$ cat src/rtl/sw_conditioner.sv
// Board slide-switch front end: synchronise and debounce SW[15:0], then decode them into
// CPU go/reset/step-enable controls, LED display mode and RAM display address.
module sw_conditioner #(
   parameter int unsigned SYNC_STAGES     = 2,
   parameter int unsigned DEBOUNCE_CYCLES = 16,
   parameter int unsigned DIV_WIDTH       = 24,
   parameter int unsigned ADDR_BITS       = 12
) (
   input  logic                 clk,
   input  logic                 rst,
   input  logic [15:0]          sw_raw,
   output logic [15:0]          sw_stable,
   output logic                 go,
   output logic                 cpu_rst,
   output logic                 cpu_clk_en,
   output logic [2:0]           display_op,
   output logic [ADDR_BITS-3:0] ram_display_addr
);

   localparam int unsigned CNT_W = (DEBOUNCE_CYCLES > 1) ? $clog2(DEBOUNCE_CYCLES) : 1;
   localparam int unsigned AW    = ADDR_BITS - 2;

   localparam logic [CNT_W-1:0]     CNT_MAX   = CNT_W'(DEBOUNCE_CYCLES - 1);
   localparam logic [DIV_WIDTH-1:0] MASK_LOW  = DIV_WIDTH'(15);
   localparam logic [DIV_WIDTH-1:0] MASK_MID  = DIV_WIDTH'((64'd1 << (DIV_WIDTH / 2)) - 64'd1);
   localparam logic [DIV_WIDTH-1:0] MASK_FULL = '1;

   logic [SYNC_STAGES-1:0][15:0] r_sync;
   logic [15:0][CNT_W-1:0]       r_db_cnt;
   logic [15:0]                  r_sw_stable;
   logic [2:0]                   r_por_cnt;
   logic                         r_cpu_rst;
   logic [DIV_WIDTH-1:0]         r_div;
   logic                         r_clk_en;
   logic                         r_go;
   logic                         r_sw0_q;
   logic [2:0]                   r_display_op;
   logic [AW-1:0]                r_ram_addr;

   logic [15:0]          w_s;
   logic [DIV_WIDTH-1:0] w_mask;
   logic                 w_cpu_rst_d;
   logic                 w_div_hit;
   logic                 w_sw0_rise;

   assign w_s = r_sync[SYNC_STAGES-1];

   always_ff @(posedge clk or negedge rst) begin
      if (!rst) begin
         r_sync      <= '0;
         r_db_cnt    <= '0;
         r_sw_stable <= '0;
      end else begin
         r_sync[0] <= sw_raw;
         for (int i = 1; i < SYNC_STAGES; i++) begin
            r_sync[i] <= r_sync[i-1];
         end
         // A bit flips only after DEBOUNCE_CYCLES consecutive disagreeing samples.
         for (int i = 0; i < 16; i++) begin
            if (w_s[i] == r_sw_stable[i]) begin
               r_db_cnt[i] <= '0;
            end else if (r_db_cnt[i] == CNT_MAX) begin
               r_sw_stable[i] <= w_s[i];
               r_db_cnt[i]    <= '0;
            end else begin
               r_db_cnt[i] <= r_db_cnt[i] + CNT_W'(1);
            end
         end
      end
   end

   always_comb begin
      w_mask = '0;
      case (r_sw_stable[3:2])
         2'b00:   w_mask = '0;
         2'b01:   w_mask = MASK_LOW;
         2'b10:   w_mask = MASK_MID;
         default: w_mask = MASK_FULL;
      endcase
   end

   assign w_cpu_rst_d = (r_por_cnt != 3'd7) | r_sw_stable[1];
   assign w_div_hit   = (r_div & w_mask) == w_mask;
   assign w_sw0_rise  = r_sw_stable[0] & ~r_sw0_q;

   always_ff @(posedge clk or negedge rst) begin
      if (!rst) begin
         r_por_cnt    <= '0;
         r_cpu_rst    <= 1'b1;
         r_div        <= '0;
         r_clk_en     <= 1'b0;
         r_go         <= 1'b0;
         r_sw0_q      <= 1'b0;
         r_display_op <= '0;
         r_ram_addr   <= '0;
      end else begin
         if (r_por_cnt != 3'd7) begin
            r_por_cnt <= r_por_cnt + 3'd1;
         end
         r_cpu_rst <= w_cpu_rst_d;
         r_div     <= r_div + DIV_WIDTH'(1);
         // Gated by both current and next reset so the enable never overlaps cpu_rst.
         r_clk_en  <= w_div_hit & ~r_cpu_rst & ~w_cpu_rst_d;
         r_sw0_q   <= r_sw_stable[0];

         if (r_cpu_rst) begin
            r_go <= 1'b0;
         end else if (w_sw0_rise) begin
            r_go <= 1'b1;
         end else if (r_go && r_clk_en) begin
            r_go <= 1'b0;
         end

         r_display_op <= r_sw_stable[6:4];
         r_ram_addr   <= AW'(r_sw_stable[15:7]);
      end
   end

   assign sw_stable        = r_sw_stable;
   assign go               = r_go;
   assign cpu_rst          = r_cpu_rst;
   assign cpu_clk_en       = r_clk_en;
   assign display_op       = r_display_op;
   assign ram_display_addr = r_ram_addr;

endmodule

$ cat config.mk
export PLATFORM = sky130hd
export DESIGN_NAME = sw_conditioner
export DESIGN_NICKNAME = d
export VERILOG_FILES = /design/src/rtl/sw_conditioner.sv
export SDC_FILE = /design/constraint.sdc
export NUM_CORES = 1
export LEC_CHECK = 0
export BUFFER_PORTS_ARGS = -buffer_cell sky130_fd_sc_hd__clkbuf_2
export CORE_MARGIN = 3
export CORE_UTILIZATION = 35
export CTS_BUF_LIST = sky130_fd_sc_hd__clkbuf_8
export DETAILED_ROUTE_END_ITERATION = 10
export GPL_TIMING_DRIVEN = 0
export PLACE_DENSITY = 0.56
export SYNTH_ARGS = -nofsm -noshare
export SYNTH_HDL_FRONTEND = slang
export SYNTH_SLANG_ARGS = --single-unit
$ cat constraint.sdc
create_clock -name clk -period 4.3 [get_ports clk]
set_input_delay 0.645 -clock clk [delete_from_list [all_inputs] [get_ports clk]]
set_output_delay 0.645 -clock clk [all_outputs]
set_load 0.02 [all_outputs]
==> results.md, run 1 <==
* Max VDD drop at 183 µV
* Die outline area at 18,500 µm²
* Final count of pins violating max slew at 0
* Input/output buffers at 48
* Iter 0 DRT Violations at 98
* Core Region at 16,200 µm²
* Final Routed Wirelength at 9210 µm
* Final Cycle Share at 0.426
* Clock tree from TritonCTS: done
* Instance count after placement with tap cells included at 705
* Number of warnings reported in the yosys synthesis log at 0
* Die height at 136 µm
* Number of top-level pins at 50
* Largest net degree at the start of global routing at 112
* Power density over the cells at 417 nW/µm²
* N_diodes at 0
* Total clock buffers created by CTS at 17
* Number of routed nets with antenna violations at 0
* Worst hold slack across all endpoints at 0.119 ns
* Top-area cell type share of the netlist area at 0.652
* Total Power at 2.88 mW
* Clock root buffer: clkbuf_8
* Area of combinational cells with multiple inputs at 1960 µm²
* Fill cell count at 1,517
* Biggest cell delay along the critical path at 0.57 ns
* Worst min-delay path category: in -> async
* Horizontal die dimension at 136 µm
* Starting density of the core at 0.364
* Number of library cell types mapped by synthesis at 27
* Result of the run: completed
* Maximum fanout along the worst path at 3
* Count of max-cap constraint violations at 0
* Most common library cell in the layout ignoring fill and taps: dfrtp_1
* Critical path, cell by cell: clkbuf_2
* Final setup violation count at 0
* Crit start category: flip-flop
* Wire length of the first global-routing pass at 16,600 µm
* Static Leakage at 3.17 nW
* Final number of hold-violating endpoints at 0
* Actual slew at the worst max-slew pin at 0.537 ns
* Crit path DAT at 1.19 ns
* Quantity of gates resized following cts at 0
* Sequential cell area at 3880 µm²
* Maximum level of the CTS H-tree at 4
* Placement row count at 46
* Share of total power in the clock network at 0.417
* Number of remaining DRC errors at 0
* Dominant cells by area after synthesis: dfrtp_1 65%, xnor2_1 7.1%, ha_1 4.0%
* Critical path capture point type: output port
* Logic pwr share at 0.043
* Mean instance size in the synthesized netlist at 13.4 µm²
* Commonest cells after routing, fill and taps aside: 154 x dfrtp_1, 48 x xnor2_1, 47 x clkbuf_2, 33 x a21oi_1, 21 x clkbuf_8
* Clk sink count at 155
* Net Sw Frac at 0.221
* Buffer and inverter count on the worst path at 1
* Setup repair after global routing missed its margin: no
* Fraction of layout instances using a drive strength above 1 at 0.202
* Number of global-route vias before repair at 3,665
* Total global routing track utilization at 0.113
* Number of hold-repair buffers added at the cts stage at 0
* GR Overflow Total at 0
* Internal Pwr Total at 2.24 mW
* Net count after synthesis at 477
* Final Wtd Congestion at 0.682
* Slowest stage cell on the critical path: dfstp_2
* Synthesized netlist cell count at 440
* Switching component of the power at 0.637 mW
* Share of the yosys chip area belonging to registers at 0.656
* Half-perimeter wire length after placement at 6120 µm
* Classification of the worst setup path: reg -> out
* 1st-pass router iterations at 4
* Worst skew pair latency at 0.45 ns
* Number of setup buffers added after CTS at 0
* Layout Skew at 0.00875 ns
* Maximum count of clock buffers along a single path at 2
* Area added between synthesis and finish at 16.8%
* Initial antenna violation count at 0
* CTS clock-pin slew for the worst setup and hold paths at 0.08 ns
* Final std cells w/o fill at 737
* Critical path's top delay family: flip-flops
* Most area-hungry cell type in the Yosys netlist: dfrtp_1
* Required time at the endpoint of the critical path at 3.65 ns
* Total of flip-flops plus latches after synthesis at 155
* Seq pwr share at 0.540
* Drt wl/cell at 12.5 µm
* Via-per-instance ratio at 4.69
* Minimum clock period at 1.83 ns
* Mapped Area at 5910 µm²
* Maximum clock frequency at 546 MHz
* Count of vias placed by the detailed router at 3,460
* Layout net count at 545
* Rel. slew slack at 0.642
==> cells in the mapped netlist <==
| cell | number |
|---|---|
| nor2_1 | 20 |
| dfrtp_1 | 154 |
| nand4_2 | 2 |
| buf_4 | 1 |
| a21oi_1 | 33 |
| and4_1 | 1 |
| nand2_1 | 9 |
| dfstp_2 | 1 |
| nand4b_1 | 16 |
| nor4_4 | 2 |
| ha_1 | 19 |
| xor2_1 | 7 |
| xnor2_1 | 48 |
| o311ai_0 | 1 |
| and3_1 | 4 |
| or2_4 | 1 |
| nor3_1 | 2 |
| inv_1 | 18 |
| nor3b_1 | 16 |
| o21ai_0 | 16 |
| nand4_1 | 8 |
| nand2b_1 | 5 |
| nor2b_1 | 16 |
| a211oi_1 | 1 |
| nand3_1 | 20 |
| mux2_2 | 18 |
| conb_1 | 1 |
==> power by group through the flow <==
stage	registers [mW]	clock network (mW)	logic (mW)
floorplan	1.57	0	0.0741
global placement	1.58	0	0.118
detailed placement	1.58	0	0.129
CTS	1.55	1.26	0.131
global route	1.56	1.31	0.149
finish	1.55	1.20	0.125
==> area by class of cell <==
| cell class | instances | share of cell area |
|---|---|---|
| plain buffers | 1 | 0.00109 |
| clock buffers | 20 | 0.0399 |
| clock inverters | 12 | 0.0245 |
| inverters | 18 | 0.00979 |
| multi-input cells | 266 | 0.284 |
| flip-flops and latches | 155 | 0.562 |
| well taps | 216 | 0.0391 |
| repair buffers | 49 | 0.0401 |
==> layer usage <==
metal | share of wire | track usage
met1 | 0.44 | 0.136
met2 | 0.50 | 0.183
met3 | 0.042 | 0.0359
met4 | 0.017 | 0.0571
met5 | 0 | 0
==> through the flow <==
step / TNS (ns) / setup WS [ns] / cell area [µm²] / util
floorplan: 0 / 2.80 / 5910 / -
global placement: -4.94 / -0.0491 / 6420 / 0.396
detailed placement: 0 / 2.61 / 6460 / 0.398
CTS: 0 / 2.42 / 6900 / 0.425
global route: 0 / 2.40 / 6900 / 0.425
finish: 0 / 2.47 / 6900 / 0.425
==> state kept, by name (all words and copies together) (netlist names), 3 cells and up <==
name,count
display_op,3
r_db_cnt,64
r_div,24
r_por_cnt,3
r_sync,16
ram_display_addr,9
sw_stable,16
w_s,16
==> path summary, 6_finish.rpt <==
path                       slack [ns]      endpoint  depth (start not counted)  startpoint
setup / recovery                 2.47       cpu_rst                          1     cpu_rst
hold / removal                   0.12  r_db_cnt[59]                          1         rst
setup reg to reg                 2.61     r_div[20]                          5    r_div[0]
hold reg to reg                  0.35       w_s[14]                          0  r_sync[14]
max in group asynchronous        3.33        w_s[5]                          2         rst
min in group clk                 0.30     r_sync[4]                          1   sw_raw[4]
==> cells by family (layout without fill, tap and decap cells) <==
| family | Yosys count | count (layout) | synth area share |
|---|---|---|---|
| xor+xnor | 55 | 55 | 0.0815 |
| flops | 155 | 155 | 0.656 |
| fa+ha+maj | 19 | 19 | 0.0402 |
| mux | 18 | 18 | 0.0343 |
| compound gates | 51 | 51 | 0.0442 |
| other cells | 1 | 1 | 0.000634 |
| simple gates | 122 | 122 | 0.130 |
| buf+inv | 19 | 100 | 0.0127 |
Power figures use the tool's default switching activity.
==> run 2: changes to the inputs <==
==> constraint.sdc (replaced) <==
create_clock -name clk -period 1.8 [get_ports clk]
set_input_delay 0.27 -clock clk [delete_from_list [all_inputs] [get_ports clk]]
set_output_delay 0.27 -clock clk [all_outputs]
set_load 0.02 [all_outputs]
==> run 2 against run 1 <==
Against the previous run:
- clock power rose by 140%
- non-clock buffer count up 18
- wire length is 1.5% higher
- core utilization grew 1.1 points
- largest cell class unchanged
- clock skew shrank 0.00086 ns
- combinational power rose to 2.6 times the previous value
- sequential share of layout area is 1.4 points lower
- die area unchanged
- sequential power grew 140%
- via count increased by 2.0%
- worst setup slack got worse by 2.3 ns
- highest routed layer unchanged
==> results.md, run 2 (same netlist as run 1, synthesis figures left out) <==
* Number of routed nets with antenna violations at 0
* Switching component of the power at 1.53 mW
* 1st-pass router iterations at 4
* Result of the run: completed
* Total Power at 6.91 mW
* Final Wtd Congestion at 0.682
* Clk sink count at 155
* Final std cells w/o fill at 755
* Die outline area at 18,500 µm²
* Max VDD drop at 442 µV
* Slack of the worst reg-to-reg path at 0.15 ns
* Net Sw Frac at 0.222
* Worst min-delay path category: in -> async
* Actual slew at the worst max-slew pin at 0.541 ns
* Maximum fanout along the worst path at 5
* Slowest stage cell on the critical path: dfrtp_1
* Total global routing track utilization at 0.114
* N_diodes at 0
* Seq pwr share at 0.537
* Flip-flop count of the largest register, all copies and words added at 64
* Worst skew pair latency at 0.45 ns
* CTS clock-pin slew for the worst setup and hold paths at 0.08 ns
* Required time at the endpoint of the critical path at 2.17 ns
* Number of global-route vias before repair at 3,722
* Layout net count at 563
* Clock root buffer: clkbuf_8
* Final Cycle Share at 0.916
* Instance count after placement with tap cells included at 705
* Share of total power in the clock network at 0.416
* Fraction of layout instances using a drive strength above 1 at 0.197
* Maximum clock frequency at 606 MHz
* Setup repair after global routing missed its margin: no
* Number of remaining DRC errors at 0
* Logic pwr share at 0.047
* Crit path DAT at 2.02 ns
* Area added between synthesis and finish at 19.8%
* Iter 0 DRT Violations at 93
* Final WS setup at 0.151 ns
* Largest Register: r_db_cnt
* Number of top-level pins at 50
* Half-perimeter wire length after placement at 6120 µm
* Final number of hold-violating endpoints at 0
* Die height at 136 µm
* Clock tree from TritonCTS: done
* Rel. slew slack at 0.639
* Total clock buffers created by CTS at 17
* Minimum clock period at 1.65 ns
* Final setup violation count at 0
* Largest net degree at the start of global routing at 112
* Wire length of the first global-routing pass at 16,800 µm
* Drt wl/cell at 12.4 µm
* Classification of the worst setup path: reg -> reg
* Most common library cell in the layout ignoring fill and taps: dfrtp_1
* Crit start category: flip-flop
* Static Leakage at 3.24 nW
* Core Region at 16,200 µm²
* Count of max-cap constraint violations at 0
* Critical path, cell by cell: ha_1 > nand4_2 > nor4_4 > and3_1 > xor2_1
* Starting density of the core at 0.364
* Internal Pwr Total at 5.38 mW
* GR Overflow Total at 0
* Worst Setup Slack post-DPL at 0.108 ns
* Horizontal die dimension at 136 µm
* Initial antenna violation count at 0
* Placement row count at 46
* Maximum level of the CTS H-tree at 4
* Biggest cell delay along the critical path at 0.41 ns
* Final count of pins violating max slew at 0
* Final Routed Wirelength at 9350 µm
* Biggest registers after layout: r_db_cnt (64), r_div (24)
* Critical path capture point type: flip-flop
* Via-per-instance ratio at 4.67
* Maximum count of clock buffers along a single path at 2
* Input/output buffers at 48
* Power density over the cells at 975 nW/µm²
* Count of vias placed by the detailed router at 3,529
* Commonest cells after routing, fill and taps aside: 154 x dfrtp_1, 48 x xnor2_1, 47 x clkbuf_2, 33 x a21oi_1, 21 x clkbuf_8
* Layout Skew at 0.00789 ns
-- run 2: cell count changes in the layout (fill, tap and decap cells not counted) --
cell           before  now
dlygate4sd3_1       0   17
buf_4               1    2
-- run 2: final timing paths --
check	startpoint	end	depth (start not counted)
max	r_div[0]	r_div[20]	5
min	rst	r_db_cnt[59]	2
max reg2reg	r_div[0]	r_div[20]	5
min reg2reg	r_sync[14]	w_s[14]	0
max in group asynchronous	rst	cpu_clk_en	3
min in group clk	r_sync[14]	w_s[14]	0
-- run 2: final cells by class --
class,instances,area [µm²]
plain buffers,1,7.51
fillers,1509,9150
clock inverters,12,169
multi-input cells,266,1960
clock buffers,20,275
flip-flops and latches,155,3880
inverters,18,67.6
well taps,216,270
repair buffers,67,454
-- run 2: stage by stage --
step	instance area, µm²	hold WS (ns)	setup TNS [ns]	utilization
after CTS	7070	0.287	0	0.436
after detailed placement	6460	0.227	0	0.398
final	7080	0.309	0	0.436
after global placement	6420	0.332	-333.36	0.396
after floorplan	5910	-0.0256	0	-
after global routing	7080	0.327	0	0.436
-- run 2: repair_timing --
| item | in CTS | in global routing |
|---|---|---|
| hold buffers | 17 | 0 |
| resized for setup | 0 | 0 |
| hold endpoints to repair | 60 | 0 |
| buffers inserted | 0 | 1 |
| endpoints found under the setup margin | 0 | 1 |
-- run 2: power groups by stage --
stage	clock network, mW	logic (mW)	registers, mW
after global routing	3.14	0.388	3.73
after detailed placement	0	0.307	3.78
after global placement	0	0.283	3.77
after floorplan	0	0.177	3.75
final	2.87	0.327	3.71
after CTS	3.00	0.341	3.71
-- run 2: per-layer routing --
layer	global-route usage	vias up	routed length, µm
met3	0.0355	14	364
met5	0	-	0
met2	0.185	45	4600
met1	0.137	1779	4220
met4	0.0571	0	162
li1	-	1691	-
-- run 2: worst max-delay path, delay by kind of cell, from the launching register on --
family	cells	cell delay, ns
xor+xnor	1	0.14
simple gates	3	0.78
flops	1	0.41
fa+ha+maj	1	0.24
